## config.mk

```make
export PLATFORM = sky130hd
export DESIGN_NAME = imem_loader
export DESIGN_NICKNAME = d
export VERILOG_FILES = /design/src/rtl/imem_loader.sv
export SDC_FILE = /design/constraint.sdc
export NUM_CORES = 1
export LEC_CHECK = 0
export ABC_CLOCK_PERIOD_IN_PS = 3700
export CAP_MARGIN = 20
export CELL_PAD_IN_SITES_DETAIL_PLACEMENT = 0
export CELL_PAD_IN_SITES_GLOBAL_PLACEMENT = 1
export CORE_ASPECT_RATIO = 2
export CORE_UTILIZATION = 47
export CTS_BUF_LIST = sky130_fd_sc_hd__clkbuf_2 sky130_fd_sc_hd__clkbuf_4 sky130_fd_sc_hd__clkbuf_8
export DETAILED_ROUTE_END_ITERATION = 10
export MAX_ROUTING_LAYER = met4
export PLACE_DENSITY = 0.87
export SLEW_MARGIN = 20
export SYNTH_ARGS = -nofsm -noshare
export SYNTH_HDL_FRONTEND = slang
export SYNTH_SLANG_ARGS = --single-unit
export TNS_END_PERCENT = 1
```

## constraint.sdc

```tcl
create_clock -name clk -period 3.7 [get_ports clk]
set_input_delay 0.74 -clock clk [delete_from_list [all_inputs] [get_ports clk]]
set_output_delay 0.74 -clock clk [all_outputs]
set_load 0.02 [all_outputs]
```

## src/rtl/imem_loader.sv

```systemverilog
// Boot-time instruction-memory loader: takes a length-prefixed, XOR-checksummed
// byte image, writes 32-bit words, and holds the core in reset until it is verified.
module imem_loader #(
    parameter int unsigned ADDR_W = 10
) (
    input  logic              clk,
    input  logic              reset,
    input  logic              rx_valid,
    input  logic [7:0]        rx_data,
    output logic              rx_ready,
    input  logic              restart,
    output logic              imem_we,
    output logic [ADDR_W-1:0] imem_addr,
    output logic [31:0]       imem_wdata,
    output logic              cpu_reset,
    output logic              busy,
    output logic              done,
    output logic              error,
    output logic [1:0]        err_cause
);

    typedef enum logic [2:0] {HDR_LO, HDR_HI, DATA, CSUM, RUN, ERR} state_t;

    localparam logic [16:0] CAPACITY = 17'(1) << ADDR_W;

    state_t          state, state_nx;
    logic [15:0]     len;
    logic [1:0]      byte_cnt;
    logic [ADDR_W:0] word_cnt;
    logic [23:0]     shreg;
    logic [7:0]      xor_acc;
    logic            take;
    logic            last_word;
    logic [16:0]     n_hdr;
    logic            in_final;

    assign take      = rx_valid && rx_ready;
    assign n_hdr     = {1'b0, rx_data, len[7:0]};
    assign last_word = (17'(word_cnt) + 17'd1) == {1'b0, len};
    assign in_final  = (state == RUN) || (state == ERR);

    always_ff @(posedge clk or negedge reset) begin
        if (!reset) state <= HDR_LO;
        else        state <= state_nx;
    end

    always_comb begin
        state_nx  = state;
        rx_ready  = 1'b0;
        busy      = 1'b0;
        done      = 1'b0;
        error     = 1'b0;
        cpu_reset = 1'b1;
        unique case (state)
            HDR_LO: begin
                rx_ready = 1'b1;
                busy     = 1'b1;
                if (rx_valid) state_nx = HDR_HI;
            end
            HDR_HI: begin
                rx_ready = 1'b1;
                busy     = 1'b1;
                if (rx_valid) begin
                    if (n_hdr > CAPACITY)  state_nx = ERR;
                    else if (n_hdr == '0)  state_nx = CSUM;
                    else                   state_nx = DATA;
                end
            end
            DATA: begin
                rx_ready = 1'b1;
                busy     = 1'b1;
                if (rx_valid && byte_cnt == 2'd3 && last_word) state_nx = CSUM;
            end
            CSUM: begin
                rx_ready = 1'b1;
                busy     = 1'b1;
                if (rx_valid) state_nx = (rx_data == xor_acc) ? RUN : ERR;
            end
            RUN: begin
                done      = 1'b1;
                cpu_reset = 1'b0;
                if (restart) state_nx = HDR_LO;
            end
            ERR: begin
                error = 1'b1;
                if (restart) state_nx = HDR_LO;
            end
            default: state_nx = HDR_LO;
        endcase
    end

    always_ff @(posedge clk or negedge reset) begin
        if (!reset) begin
            len        <= '0;
            byte_cnt   <= '0;
            word_cnt   <= '0;
            shreg      <= '0;
            xor_acc    <= '0;
            err_cause  <= '0;
            imem_we    <= 1'b0;
            imem_addr  <= '0;
            imem_wdata <= '0;
        end else begin
            imem_we <= 1'b0;
            if (take) begin
                if (state != CSUM) xor_acc <= xor_acc ^ rx_data;
                case (state)
                    HDR_LO: len[7:0] <= rx_data;
                    HDR_HI: begin
                        len[15:8] <= rx_data;
                        if (n_hdr > CAPACITY) err_cause <= 2'b01;
                    end
                    DATA: begin
                        // Bytes arrive LSB first, so shift in from the top.
                        byte_cnt <= byte_cnt + 2'd1;
                        shreg    <= {rx_data, shreg[23:8]};
                        if (byte_cnt == 2'd3) begin
                            imem_we    <= 1'b1;
                            imem_addr  <= word_cnt[ADDR_W-1:0];
                            imem_wdata <= {rx_data, shreg};
                            word_cnt   <= word_cnt + 1'b1;
                        end
                    end
                    CSUM: if (rx_data != xor_acc) err_cause <= 2'b10;
                    default: ;
                endcase
            end else if (in_final && restart) begin
                len       <= '0;
                byte_cnt  <= '0;
                word_cnt  <= '0;
                shreg     <= '0;
                xor_acc   <= '0;
                err_cause <= '0;
            end
        end
    end

endmodule

```

==> results.py <==
metrics = {
    "timing": {
        "period_share": 0.809,
        "fin_skew_ns": 0.0132,
        "clock.fmax_ghz": 0.334,
        "drv_slew": 0,
        "report.final.setup_viol": 0,
        "worst_slew_pin_slew_ns": 0.694,
        "period_needed_ns": 2.99,
        "maxSlewHeadroom": 0.538,
        "hold_violations": 0,
        "setup_tns_ns": 0,
        "grt_setup_unrepaired": "no",
    },
    "worst_setup_path": {
        "endpoint_kind": "primary output",
        "critPathMaxFanout": 11,
        "crit_type": "register to primary output",
        "cp_top_family": "buffers and inverters",
        "slowest_stage": "dfrtp_1",
        "worstPathArrival_ns": 2.25,
        "slowest_delay_ns": 0.59,
        "cp.buffers_inverters": 2,
        "critPathLaunchType": "register",
        "required_ns": 2.96,
        "cp_cell_sequence": "nor2b_1 -> nand2b_1 -> inv_1 -> clkdlybuf4s50_1",
    },
    "global_route": {
        "grt_pass1_vias": 3855,
        "grt_pass1_wl_microns": 19300,
        "grt_max_degree": 93,
        "grt_overflow": 0,
        "grtUsageTotal": 0.240,
        "antenna_found_initial": 0,
    },
    "drt": {
        "vias": 3910,
        "avgViaCountPerCell": 5.47,
        "remaining_drc_errors": 0,
        "wl_microns": 11500,
        "antenna_left": 0,
        "wl_per_cell_microns": 16.1,
        "firstDrtPassIters": 4,
        "drtIter0Drc": 250,
    },
    "finish": {
        "postLayoutCoreUtil": 0.573,
        "final_common_cell": "nand2_1",
        "syn_to_final_growth_pct": 17.6,
        "nNetsFinal": 590,
        "num-fill-cells": 930,
        "antennaDiodeCount": 0,
        "layout.cells.most_common_list": "nand2_1 (186), dfrtp_1 (109), clkdlybuf4s50_1 (60), o21ai_0 (48), a22o_1 (24)",
        "drive_gt1_frac": 0.0638,
    },
    "floorplan": {
        "fp.dieW_microns": 74.7,
        "die_height_microns": 147,
        "rows": 52,
        "start_util": 0.487,
        "ios": 62,
        "dieArea_sq_mm": 0.0110,
        "core_area_sq_mm": 0.0102,
    },
    "logic_synthesis": {
        "synthesis.instances": 535,
        "synth-xor-area-share": 0.0370,
        "synth_warnings": 0,
        "synth_compound_area_frac": 0.151,
        "ys_ff_latch": 109,
        "synth-main-ff-cell": "dfrtp_1",
        "ys_types": 57,
        "syn-num-nets": 549,
        "seq_area_frac_synth": 0.549,
        "synth-simple-area-share": 0.209,
        "syn-cell-area_sq_mm": 0.00497,
        "synth_top_family_by_area": "simple AND/OR/NAND/NOR gates",
        "synthMuxAreaShare": 0.0111,
        "synthArstFlopShare": 1.00,
        "synth_edf_count": 0,
        "avgSynthCellArea_sq_um": 9.29,
        "yosys.area_share.adder": 0.00503,
    },
    "placed_design": {
        "dp_hpwl_microns": 8030,
        "port_buffers": 61,
        "gp_congestion": 0.878,
    },
    "power_and_ir_drop": {
        "leakagePower_nw": 2.73,
        "vdd_ir_drop_max_v": 0.000426,
        "p_per_area_mw_per_mm2": 491,
    },
    "clocking": {
        "cts_tree": "yes",
        "htreeDepth": 3,
        "cts_buffers": 9,
        "clockBufferDepth": 2,
        "cts_resized": 0,
        "path_clk_slew_ns": 0.11,
        "cts_setup_buffers": 0,
        "cts_root_buf": "clkbuf_8",
        "postCtsHoldBufs": 0,
        "clkLatencyLatePin_ns": 0.37,
        "clock-sinks": 109,
    },
    "job": {
        "cap_viol_max_count": 0,
    },
    "worst_hold_path": {
        "hp-class": "input port to asynchronous set/reset pin",
    },
    "outcome": {
        "status": "finished clean",
    },
}
[cell families after synthesis]
group                      Yosys count
and+or+nand+nor                    246
DFF                                109
AOI/OAI and AO/OA                  108
buffers and inverters               44
xor gates and xnor gates            21
muxes                                5
adders and majority gates            2
[synthesized netlist by cell type (all sizes together) (4+ instances only)]
library cell,count,area [sq um]
nand4,5,31.3
o21ai,48,240
nand2b,6,37.5
xor2,6,52.6
xnor2,15,131
nor2,17,68.8
dfrtp,109,2730
o31ai,4,30.0
a21oi,6,30.0
nand2,187,702
inv,8,30.0
buf,14,78.8
and3,4,25.0
nor4,4,31.3
mux2,4,45.0
clkbuf,22,83.8
nor2b,4,25.0
a22o,25,220
nand3,8,40.0
[per-stage QoR]
stage	power [mW]	std cells	hold slack [ns]	cell area [sq um]	setup WS (ns)
detailed placement	2.22	700	0.458	5660	0.754
finish	2.87	715	0.228	5850	0.706
floorplan	1.99	535	0.440	4970	1.47
global route	3.05	715	0.226	5850	0.554
global placement	2.19	700	0.461	5660	0.726
CTS	2.90	715	0.220	5840	0.749
[worst paths after layout]
| path | depth (start not counted) | slack (ns) | end | from |
|---|---|---|---|---|
| min | 1 | 0.23 | imem_wdata[25] | reset |
| max in group asynchronous | 2 | 2.72 | imem_wdata[23] | reset |
| max reg2reg | 7 | 1.38 | state[0] | word_cnt[0] |
| min reg2reg | 2 | 0.48 | imem_wdata[25] | imem_wdata[25] |
| max | 4 | 0.71 | done | state[2] |
| min in group clk | 2 | 0.48 | imem_wdata[25] | imem_wdata[25] |
[final cells by class]
cell class / count / area, sq um / area share
clock buffers: 9 / 124 / 0.0212
flip-flops and latches: 109 / 2730 / 0.466
multi-input cells: 382 / 2080 / 0.356
repair buffers: 66 / 658 / 0.113
inverters: 8 / 30.0 / 0.00513
well taps: 135 / 169 / 0.0289
clock inverters: 6 / 60.1 / 0.0103
[where the power goes]
| group | leakage [nW] | total [mW] | switching, mW | internal [mW] |
|---|---|---|---|---|
| clock | 0.0926 | 0.676 | 0.422 | 0.254 |
| combinational | 1.14 | 0.685 | 0.382 | 0.303 |
| sequential | 1.50 | 1.51 | 0.175 | 1.34 |
[worst register-to-register path, delay by kind of cell, from the launching register on]
family / cells / cell delay (ns)
compound gates: 4 / 0.75
simple gates: 2 / 0.57
flops: 1 / 0.51
fa+ha+maj: 1 / 0.35
[registers in the layout, summed over array words and instances, names as in the netlist, 3 cells and up]
register	count
imem_addr	10
imem_wdata	32
shreg	24
word_cnt	11
state	3
len	16
xor_acc	8
[layer usage]
layer  GRT usage  vias up  share of wire
met5           -        -              0
met2       0.388       81           0.56
met4       0.116        0          0.027
met3      0.0307       17          0.028
met1       0.289     1937           0.39
li1            -     1875              -
No activity file was read; power rests on OpenSTA's default activity.
